===== config.mk =====
export PLATFORM = sky130hd
export DESIGN_NAME = lc3_regfile_sb
export DESIGN_NICKNAME = d
export VERILOG_FILES = /design/src/rtl/lc3_pkg.sv /design/src/rtl/lc3_scoreboard.sv /design/src/rtl/lc3_regfile_sb.sv
export SDC_FILE = /design/constraint.sdc
export NUM_CORES = 1
export LEC_CHECK = 0
export ABC_CLOCK_PERIOD_IN_PS = 4500
export BUFFER_PORTS_ARGS = -buffer_cell sky130_fd_sc_hd__buf_4
export CORE_MARGIN = 10
export CORE_UTILIZATION = 60
export DETAILED_ROUTE_END_ITERATION = 6
export MAX_ROUTING_LAYER = met4
export PLACE_DENSITY_LB_ADDON = 0.25
export SLEW_MARGIN = 25
export SYNTH_ARGS = -nofsm -noshare
export SYNTH_HDL_FRONTEND = slang
export SYNTH_SLANG_ARGS = --single-unit

===== constraint.sdc =====
create_clock -name clk -period 4.5 [get_ports clk]
set_clock_uncertainty 0.2 [all_clocks]
set_input_delay 0.45 -clock clk [delete_from_list [all_inputs] [get_ports clk]]
set_output_delay 0.45 -clock clk [all_outputs]
set_load 0.02 [all_outputs]

===== src/rtl/lc3_pkg.sv =====
// lc3_pkg: constants and helpers shared by the LC-3 register-file slice.
//   NZP_N / NZP_Z / NZP_P : bit positions inside the {N,Z,P} condition-code vector
//   NZP_RESET            : condition-code value after reset (Z set)
//   nzp_encode()         : builds the one-hot {N,Z,P} code from sign and zero flags
package lc3_pkg;

  localparam int NZP_N = 2;
  localparam int NZP_Z = 1;
  localparam int NZP_P = 0;

  localparam logic [2:0] NZP_RESET = 3'b010;

  // Zero wins over sign so that exactly one bit is set for every input.
  function automatic logic [2:0] nzp_encode(input logic sign, input logic is_zero);
    logic [2:0] code;
    code = 3'b000;
    if (is_zero) begin
      code[NZP_Z] = 1'b1;
    end else if (sign) begin
      code[NZP_N] = 1'b1;
    end else begin
      code[NZP_P] = 1'b1;
    end
    return code;
  endfunction

endpackage


===== src/rtl/lc3_scoreboard.sv =====
// lc3_scoreboard: per-register busy bits for in-order hazard detection.
//   clk, rst            : clock, asynchronous active-low reset
//   rsv_vld, rsv_addr   : reserve request (decode marks a destination busy)
//   wr_en, wr_addr      : writeback releases its destination
//   flush               : synchronous clear of every busy bit
//   rd1_addr, rd2_addr  : registers being looked up by the read ports
//   rd1_busy, rd2_busy  : lookup result, masked by a same-cycle writeback
//   busy_any            : OR of the registered busy bits (no bypass)
module lc3_scoreboard
  import lc3_pkg::*;
#(
  parameter  int NREGS = 8,
  localparam int AW    = $clog2(NREGS)
) (
  input  logic          clk,
  input  logic          rst,
  input  logic          rsv_vld,
  input  logic [AW-1:0] rsv_addr,
  input  logic          wr_en,
  input  logic [AW-1:0] wr_addr,
  input  logic          flush,
  input  logic [AW-1:0] rd1_addr,
  input  logic [AW-1:0] rd2_addr,
  output logic          rd1_busy,
  output logic          rd2_busy,
  output logic          busy_any
);

  logic [NREGS-1:0] busy_q;
  logic [NREGS-1:0] busy_d;

  // Next busy state: flush beats reserve, reserve beats release, else hold.
  // Reserve beating release lets a new producer claim a register in the
  // same cycle its previous producer writes back.
  always_comb begin
    busy_d = busy_q;
    for (int i = 0; i < NREGS; i++) begin
      if (flush) begin
        busy_d[i] = 1'b0;
      end else if (rsv_vld && (rsv_addr == AW'(i))) begin
        busy_d[i] = 1'b1;
      end else if (wr_en && (wr_addr == AW'(i))) begin
        busy_d[i] = 1'b0;
      end else begin
        busy_d[i] = busy_q[i];
      end
    end
  end

  // Busy-vector storage.
  always_ff @(posedge clk or negedge rst) begin
    if (!rst) begin
      busy_q <= '0;
    end else begin
      busy_q <= busy_d;
    end
  end

  // A writeback in flight to the looked-up register resolves its hazard now.
  always_comb begin
    rd1_busy = busy_q[rd1_addr] && !(wr_en && (wr_addr == rd1_addr));
    rd2_busy = busy_q[rd2_addr] && !(wr_en && (wr_addr == rd2_addr));
    busy_any = |busy_q;
  end

endmodule


===== src/rtl/lc3_regfile_sb.sv =====
// lc3_regfile_sb: scoreboarded LC-3 register file with NZP condition codes.
//   clk, rst                      : clock, asynchronous active-low reset
//   rd1_addr/rd2_addr             : read addresses
//   rd1_data/rd2_data             : combinational read data with write bypass
//   rd1_busy/rd2_busy             : addressed register has an unresolved producer
//   rsv_vld, rsv_addr             : reserve a destination register
//   wr_en, wr_addr, wr_data       : writeback port
//   wr_setcc                      : update NZP from wr_data (only with wr_en)
//   flush                         : clear all busy bits
//   nzp                           : condition codes {N,Z,P}
//   busy_any                      : any register busy (registered state only)
module lc3_regfile_sb
  import lc3_pkg::*;
#(
  parameter  int WIDTH = 16,
  parameter  int NREGS = 8,
  localparam int AW    = $clog2(NREGS)
) (
  input  logic             clk,
  input  logic             rst,
  input  logic [AW-1:0]    rd1_addr,
  input  logic [AW-1:0]    rd2_addr,
  output logic [WIDTH-1:0] rd1_data,
  output logic [WIDTH-1:0] rd2_data,
  output logic             rd1_busy,
  output logic             rd2_busy,
  input  logic             rsv_vld,
  input  logic [AW-1:0]    rsv_addr,
  input  logic             wr_en,
  input  logic [AW-1:0]    wr_addr,
  input  logic [WIDTH-1:0] wr_data,
  input  logic             wr_setcc,
  input  logic             flush,
  output logic [2:0]       nzp,
  output logic             busy_any
);

  logic [WIDTH-1:0] regs_q [NREGS];
  logic [2:0]       nzp_q;
  logic [2:0]       nzp_d;

  lc3_scoreboard #(
    .NREGS (NREGS)
  ) u_scoreboard (
    .clk      (clk),
    .rst      (rst),
    .rsv_vld  (rsv_vld),
    .rsv_addr (rsv_addr),
    .wr_en    (wr_en),
    .wr_addr  (wr_addr),
    .flush    (flush),
    .rd1_addr (rd1_addr),
    .rd2_addr (rd2_addr),
    .rd1_busy (rd1_busy),
    .rd2_busy (rd2_busy),
    .busy_any (busy_any)
  );

  // Data array: flush does not suppress a write, only the busy release.
  always_ff @(posedge clk or negedge rst) begin
    if (!rst) begin
      for (int i = 0; i < NREGS; i++) begin
        regs_q[i] <= '0;
      end
    end else if (wr_en) begin
      regs_q[wr_addr] <= wr_data;
    end
  end

  // Condition codes follow the written value only when setcc accompanies a write.
  always_comb begin
    if (wr_en && wr_setcc) begin
      nzp_d = nzp_encode(wr_data[WIDTH-1], (wr_data == '0));
    end else begin
      nzp_d = nzp_q;
    end
  end

  // Condition-code register.
  always_ff @(posedge clk or negedge rst) begin
    if (!rst) begin
      nzp_q <= NZP_RESET;
    end else begin
      nzp_q <= nzp_d;
    end
  end

  // Read ports with same-cycle writeback bypass.
  always_comb begin
    if (wr_en && (wr_addr == rd1_addr)) begin
      rd1_data = wr_data;
    end else begin
      rd1_data = regs_q[rd1_addr];
    end
    if (wr_en && (wr_addr == rd2_addr)) begin
      rd2_data = wr_data;
    end else begin
      rd2_data = regs_q[rd2_addr];
    end
  end

  assign nzp = nzp_q;

endmodule


# Word level (Yosys, flattened, before mapping)
# Index checks and enable logic that the tools add are counted.
[totals]
ff_bits = 139
output_inout_bits = 38
elab_cells = 122
[classes]
n_lt_le_gt_ge = 6
eq_ne = 16
mux = 44
bitwise = 3
n_reduce_logical = 36
[op_table]
columns = ["cell", "count"]
rows = [
  ["$bwmux 128", 1],
  ["$mux 16", 7],
  ["$bmux 16 s3", 2],
  ["$demux 16 s3", 1],
  ["$mux 1", 31],
  ["$eq 3x3->1 const B", 8],
  ["$reduce_bool 3->1", 8],
  ["$logic_and 1x1->1", 22],
  ["$logic_not 16->1", 1],
  ["$eq 3x2->1 const B", 4],
  ["$ge 4x4->1 const B", 3],
  ["$not 3->4", 3],
  ["$lt 3x4->1 const B", 2],
  ["$reduce_or 8->1", 1],
  ["$bmux 1 s3", 2],
  ["$eq 3x1->1 const B", 2],
  ["$eq 3x3->1", 2],
  ["$logic_not 3->1", 2],
  ["$lt 4x1->1 const B", 1],
  ["$logic_not 1->1", 2],
]

# Depth between registers and ports, before layout
# Gate-level depths: netlist of run 1.
[depth]
ltp_word = 6
depth_mapped = 6
depth_no_buf = 3

# Cells and area by module
# From an unflattened synthesis of run 1, not the netlist that was laid out.
[hier_totals]
cells_unflattened = 543
area_unflattened_um2 = 8300.5
[modules_own_cells]
columns = ["module", "instances", "cells_per_inst", "area_each_um2", "seq_area_each_um2"]
rows = [
  ["lc3_regfile_sb", 1, 466, 7652.3, 3279.4],
  ["lc3_scoreboard", 1, 77, 648.1, 200.2],
]

# Least setup slack after synthesis of run 1
# OpenSTA, ideal clock, no wires.
[synth_path]
path_kind = "in2out"
from = "in rd1_addr[1]"
to = "out rd1_data[10]"
arrival_time_ps = 1892
t_required_ps = 3850
setup_slack_ps = 1958
path_stages = 5
cell_sequence = "clkbuf_1 clkbuf_1 mux4_1 mux2_2 mux2_2"
[synth_between]
elab_chain_len = 5
elab_cells_between_ends = 7
cone_classes = "1 x eq/ne; 4 x mux; 1 x bitwise; 1 x reduce/logical"
[synth_lines]
columns = ["item", "line_no", "text"]
rows = [
  ["start: declaration", "lc3_regfile_sb.sv:21", "input logic [AW-1:0] rd1_addr,"],
  ["$not 3->4 (not written as such)", "lc3_regfile_sb.sv:93", "rd1_data = regs_q[rd1_addr];"],
  ["$bmux 16 s3", "lc3_regfile_sb.sv:93", ""],
  ["$mux 16 (not written as such) (2 in a row)", "lc3_regfile_sb.sv:93", ""],
  ["$mux 16 *", "lc3_regfile_sb.sv:90", "if (wr_en && (wr_addr == rd1_addr)) begin"],
  ["end: declaration", "lc3_regfile_sb.sv:23", "output logic [WIDTH-1:0] rd1_data,"],
]
# Mark *: on every way between the ends. The rest lies on a longest branch, timed or not. The select of a mux whose other input is x is not followed.

# Worst setup path after layout of run 1
[layout_path]
from = "in rd1_addr[0]"
to = "out rd1_data[4]"
# The elaborated chain is that of the path after synthesis.

==> results of run 1 <==
[Yosys cell counts (all sizes together)]
master	instances
mux2	195
dfrtp	138
mux4	68
buf	29
clkbuf	25
nand2	8
nor2	6
nor4	6
xnor2	6
nand4	5
a21oi	4
a32oi	3
nand2b	3
nand4b	3
nor2b	3
nor4bb	3
and2	2
a22o	1
dfstp	1
inv	1
nor4b	1
o21ai	1
o32a	1
[logic make-up after synthesis]
family                    after synthesis  share of synthesized area
buffers and inverters                  55                     0.0373
muxes                                 263                      0.489
and+or+nand+nor                        40                     0.0309
xor gates and xnor gates                6                    0.00646
DFF                                   139                      0.427
AOI/OAI and AO/OA                      10                    0.00861
[critical path: stages]
cell    delay (ns)
buf_4         0.51
mux4_1        0.64
mux2_2        0.28
mux2_2        0.30
buf_4         0.17
[flip-flops by register name, summed over array words and instances, names as in the netlist]
signal	count
u_scoreboard.busy_q	8
nzp	3
regs_q	128
[layer usage]
| metal | up-vias | part of all wire | GRT usage |
|---|---|---|---|
| met1 | 2690 | 0.42 | 0.277 |
| met2 | 150 | 0.51 | 0.382 |
| met5 | - | 0 | - |
| met4 | 0 | 0.015 | 0.0669 |
| li1 | 2156 | - | - |
| met3 | 29 | 0.053 | 0.0535 |
[layout by cell type, fill, tap and decap left out]
master         Yosys  routed
nand2b_1           3       3
and2_1             2       2
buf_4              0      82
o21ai_0            1       1
mux2_1            10      10
mux2_2           185     185
nand2_1            8       8
inv_1              1       1
nand4_1            5       5
clkbuf_8           0       2
dfrtp_1          138     138
clkinvlp_4         0       2
a32oi_1            3       3
clkinv_2           0       4
dlygate4sd3_1      0       1
nor2_1             6       6
nor4bb_4           0       3
o32a_1             1       1
nor4_1             6       6
dfstp_2            1       1
xnor2_1            6       6
a22o_1             1       1
inv_6              0       1
clkbuf_1          25       2
bufinv_16          0       3
nand4b_1           3       3
clkbuf_16          0      17
a21oi_1            4       4
mux4_1            68      68
buf_6             10       1
nor4b_4            1       1
nor2b_1            3       3
clkinv_4           0       1
[layout make-up]
cell class,instances,area share
clock buffers,21,0.0493
clock inverters,11,0.0153
inverters,1,0.000402
multi-input cells,319,0.471
flip-flops and latches,139,0.372
well taps,176,0.0236
repair buffers,84,0.0681
[timing repair]
item	in CTS	in global routing
setup endpoints to repair	0	0
gates resized for setup	0	0
hold buffers	0	1
endpoints found under the hold margin	0	81
[worst paths after layout]
kind	from	end	slack, ns	depth (start not counted)
worst max-delay path	rd1_addr[0]	rd1_data[4]	1.47	5
worst min-delay path	flush	u_scoreboard.busy_q[1]$_DFFE_PN0P_	0.06	2
worst max register to register	regs_q[24]$_DFFE_PN0P_	regs_q[24]$_DFFE_PN0P_	3.49	1
worst min register to register	regs_q[120]$_DFFE_PN0P_	regs_q[120]$_DFFE_PN0P_	0.31	1
max in group asynchronous	rst	regs_q[98]$_DFFE_PN0P_	2.72	3
min in group asynchronous	rst	u_scoreboard.busy_q[6]$_DFFE_PN0P_	0.46	2
[per-stage QoR]
step	instances	hold WS (ns)	worst slack (ns)	util
2_1_floorplan	513	-0.0456	1.96	-
3_3_place_gp	718	0.275	1.50	0.659
3_5_place_dp	718	0.292	1.50	0.659
4_1_cts	750	0.0440	1.48	0.705
5_1_grt	751	0.0549	1.40	0.706
6_report	751	0.0575	1.47	0.706
[power groups by stage]
stage	clock (W)	combinational [W]	sequential [W]
2_1_floorplan	0	0.000835	0.00163
3_3_place_gp	0	0.00113	0.00166
3_5_place_dp	0	0.00116	0.00170
4_1_cts	0.00144	0.00117	0.00168
5_1_grt	0.00150	0.00124	0.00172
6_report	0.00143	0.00116	0.00169
==> impl_metrics.ini, run 1 <==
[cts]
cts_root_buffer = clkbuf_16
cts.clk_slew.worst_paths_ns = 0.06
clk_path_buf_depth = 2
tritoncts = built
clk_latency_ns = 0.42
htree_levels = 4
postCtsSetupBuffers = 0
cts.sinks = 139
cts_buffers = 17

[worst_setup_path]
crit_arrival_ns = 2.38
startpoint_type = input port
crit_type = input port to output port
crit_fanout = 35
crit_path_end_kind = output port
cp.required_ns = 3.85

[die]
start_util = 0.615
die_area_sq_um = 18600
die_y_um = 136
num_io_pins = 72
num_rows = 42
die_x_um = 136
fp.coreArea_sq_um = 13200

[sta]
hold_violations = 0
setup_viol = 0
setup_tns_ns = 0
slew_headroom = 0.477
fmax_mhz = 330
fin_crit_ns = 3.03
finalCritPeriodShare = 0.674
worst_pin_slew_ns = 0.784
rsz0062_at_grt = no
maxSlewViolCount = 0

[logic_synthesis]
synth_top_area_cell = dfrtp_1
synth_warnings = 0
syn_inst = 513
synth_area_per_cell_sq_um = 15.9
ys_ff_latch = 139
synth_cell_type_count = 26
synth_area_sq_um = 8140
synth.area.top_cells = dfrtp_1 42%, mux2_2 26%, mux4_1 22%
synth_top_area_frac = 0.424
synth_nets = 547
ys_seq_area_frac = 0.427

[pwr]
pwr-share-seq = 0.395
p_comb_frac = 0.271
p_per_area_nw_per_um2 = 458
leakage_nw = 4.10
ir_drop_mv = 0.379
power.switching_w = 0.00119
sw_frac_of_total = 0.277
p_clk_frac = 0.334
finalPower_w = 0.00428
power.internal_w = 0.00310

[placed_design]
port_buffers = 71
gp_congestion = 0.797
placed_area_sq_um = 8730
hpwl_mm = 12.1

[layout]
seq_area_sq_um = 3480
multi_input_area_sq_um = 4400
drive_above_1_share = 0.527
n_fill_cell = 868
fin_area_sq_um = 9350
syn2layout_area_growth_pct = 14.8
nets = 596
n_antenna_cell = 0

[global_route]
grt_pass1_wl_mm = 31.3
grt_pass1_vias = 5442
grt.total_usage = 0.231
antenna_found_initial = 0
grt_max_degree = 85
overflow = 0

[routing]
wire_per_inst_um = 27.2
first_iter_violations = 383
drtAntennaViolNets = 0
drt_pass1_iterations = 6
drt-total-wl_mm = 20.4
via_count = 5025
drc_errors = 0
via_per_inst = 6.69

[job]
maxCapViolations = 0

[outcome]
status = completed

[worst_hold_path]
hp-class = input port to flop
(Power assumes the default switching activity.)
==> run 2, diff against run 1 <==
--- a/config.mk
+++ b/config.mk
@@ -5,10 +5,10 @@
 export SDC_FILE = /design/constraint.sdc
 export NUM_CORES = 1
 export LEC_CHECK = 0
-export ABC_CLOCK_PERIOD_IN_PS = 4500
+export ABC_CLOCK_PERIOD_IN_PS = 2700
 export BUFFER_PORTS_ARGS = -buffer_cell sky130_fd_sc_hd__buf_4
 export CORE_MARGIN = 10
-export CORE_UTILIZATION = 60
+export CORE_UTILIZATION = 55
 export DETAILED_ROUTE_END_ITERATION = 6
 export MAX_ROUTING_LAYER = met4
 export PLACE_DENSITY_LB_ADDON = 0.25
==> constraint.sdc (replaced) <==
create_clock -name clk -period 2.7 [get_ports clk]
set_clock_uncertainty 0.2 [all_clocks]
set_input_delay 0.27 -clock clk [delete_from_list [all_inputs] [get_ports clk]]
set_output_delay 0.27 -clock clk [all_outputs]
set_load 0.02 [all_outputs]
==> impl_metrics.ini, run 2 (synthesized netlist as in run 1, its figures left out) <==
[outcome]
status = completed

[global_route]
overflow = 0
grt_pass1_wl_mm = 32.2
grt_pass1_vias = 5598
grt_max_degree = 53
antenna_found_initial = 0
grt.total_usage = 0.214

[die]
num_io_pins = 72
num_rows = 44
die_x_um = 142
die_y_um = 142
die_area_sq_um = 20100
fp.coreArea_sq_um = 14500
start_util = 0.560

[placed_design]
port_buffers = 71
gp_congestion = 0.796
hpwl_mm = 12.6

[layout]
n_antenna_cell = 0
mostFrequentLayoutCells = 185 x mux2_2, 138 x dfrtp_1, 83 x buf_4, 68 x mux4_1, 25 x dlygate4sd3_1
finalCoreUtilization = 0.670
syn2layout_area_growth_pct = 19.6
top_register = regs_q
drive_above_1_share = 0.514
nets = 628
largest_reg_flops = 128
n_fill_cell = 1028
final_common_cell = mux2_2

[pwr]
pwr-share-seq = 0.397
power.internal_w = 0.00513
p_per_area_nw_per_um2 = 728
power.switching_w = 0.00196
ir_drop_mv = 0.497
leakage_nw = 4.26
p_comb_frac = 0.276
p_clk_frac = 0.327
sw_frac_of_total = 0.277

[worst_setup_path]
cp_top_family = multiplexers
crit_path_end_kind = output port
cp.required_ns = 2.23
r2r_start = u_scoreboard.busy_q[7]$_DFFE_PN0P_
startpoint_type = flop
crit_type = flop to output port
rrSetupSlack_ns = 1.27
reg2regPathDepth = 3
rr_endpoint = u_scoreboard.busy_q[7]$_DFFE_PN0P_
slowest_delay_ns = 0.53
path_buf_inv = 1
path_common_cell = mux2_2
crit_arrival_ns = 2.06
cp_slowest_cell = mux4_1
path_depth = 4
path_cells = mux4_1 > mux2_2 > mux2_2 > buf_4
crit_fanout = 3

[sta]
setup_tns_ns = 0
maxSlewViolCount = 0
fin_crit_ns = 2.53
slew_headroom = 0.570
rsz0062_at_grt = no
setup_viol = 0
hold_violations = 0
fmax_mhz = 395
finalCritPeriodShare = 0.938
worst_pin_slew_ns = 0.645

[cts]
cts.clk_slew.worst_paths_ns = 0.06
htree_levels = 4
clk_latency_ns = 0.42
ctsResizeCount = 0
cts_root_buffer = clkbuf_16
cts.sinks = 139
tritoncts = built
postCtsSetupBuffers = 0
cts_buffers = 17
clk_path_buf_depth = 2

[routing]
wire_per_inst_um = 25.6
via_per_inst = 6.39
drt_pass1_iterations = 5
drc_errors = 0
drtAntennaViolNets = 0
via_count = 5053
drt-total-wl_mm = 20.2
first_iter_violations = 278

[worst_hold_path]
hp-class = input port to flop
worstHoldPathCells = 2
hold_path_end = nzp[2]$_DFFE_PN0P_
min_from = wr_data[15]

[job]
maxCapViolations = 0
## run 2: how the worst max path moves through the flow
stage,to,slack (ns),start
final,rd2_data[4],0.17,regs_q[36]$_DFFE_PN0P_
after global routing,rd1_data[7],0.11,regs_q[39]$_DFFE_PN0P_
after CTS,rd2_data[2],0.15,regs_q[98]$_DFFE_PN0P_
after detailed placement,rd2_data[7],0.26,rd2_addr[0]
after global placement,rd2_data[7],0.26,rd2_addr[0]
after floorplan,rd1_data[10],0.52,rd1_addr[1]
## run 2: layout make-up
cell class | count | area, sq um | area share
Tap cell | 184 | 230 | 0.0236
Timing Repair Buffer | 116 | 1030 | 0.106
Sequential cell | 139 | 3480 | 0.357
Clock inverter | 11 | 119 | 0.0122
Inverter | 1 | 3.75 | 0.000385
Clock buffer | 21 | 470 | 0.0483
Multi-Input combinational cell | 319 | 4400 | 0.452
## run 2: power groups by stage
stage	combinational, W	sequential [W]	clock [W]
detailed placement	0.00194	0.00284	0
finish	0.00195	0.00281	0.00232
floorplan	0.00139	0.00272	0
global route	0.00209	0.00288	0.00244
CTS	0.00198	0.00281	0.00234
global placement	0.00189	0.00278	0
## run 2: layer usage
metal | routed length, um | part of all wire | track usage
met1 | 8410 | 0.42 | 0.259
met2 | 10600 | 0.53 | 0.354
met3 | 954 | 0.047 | 0.0471
met4 | 218 | 0.011 | 0.0576
met5 | 0 | 0 | -
## run 2: through the flow
step | cells | worst slack, ns | instance area [sq um] | total power (W) | hold slack (ns)
after global placement | 734 | 0.263 | 8900 | 0.00467 | 0.129
after global routing | 791 | 0.113 | 9740 | 0.00740 | 0.0304
after floorplan | 513 | 0.518 | 8140 | 0.00412 | -0.226
after detailed placement | 734 | 0.258 | 8900 | 0.00478 | 0.131
after CTS | 791 | 0.151 | 9740 | 0.00713 | 0.0140
final | 791 | 0.167 | 9740 | 0.00709 | 0.0285
## run 2: what timing repair did
item | CTS | global route
endpoints found under the setup margin | 0 | 0
hold buffers | 25 | 0
hold endpoints to repair | 171 | 0
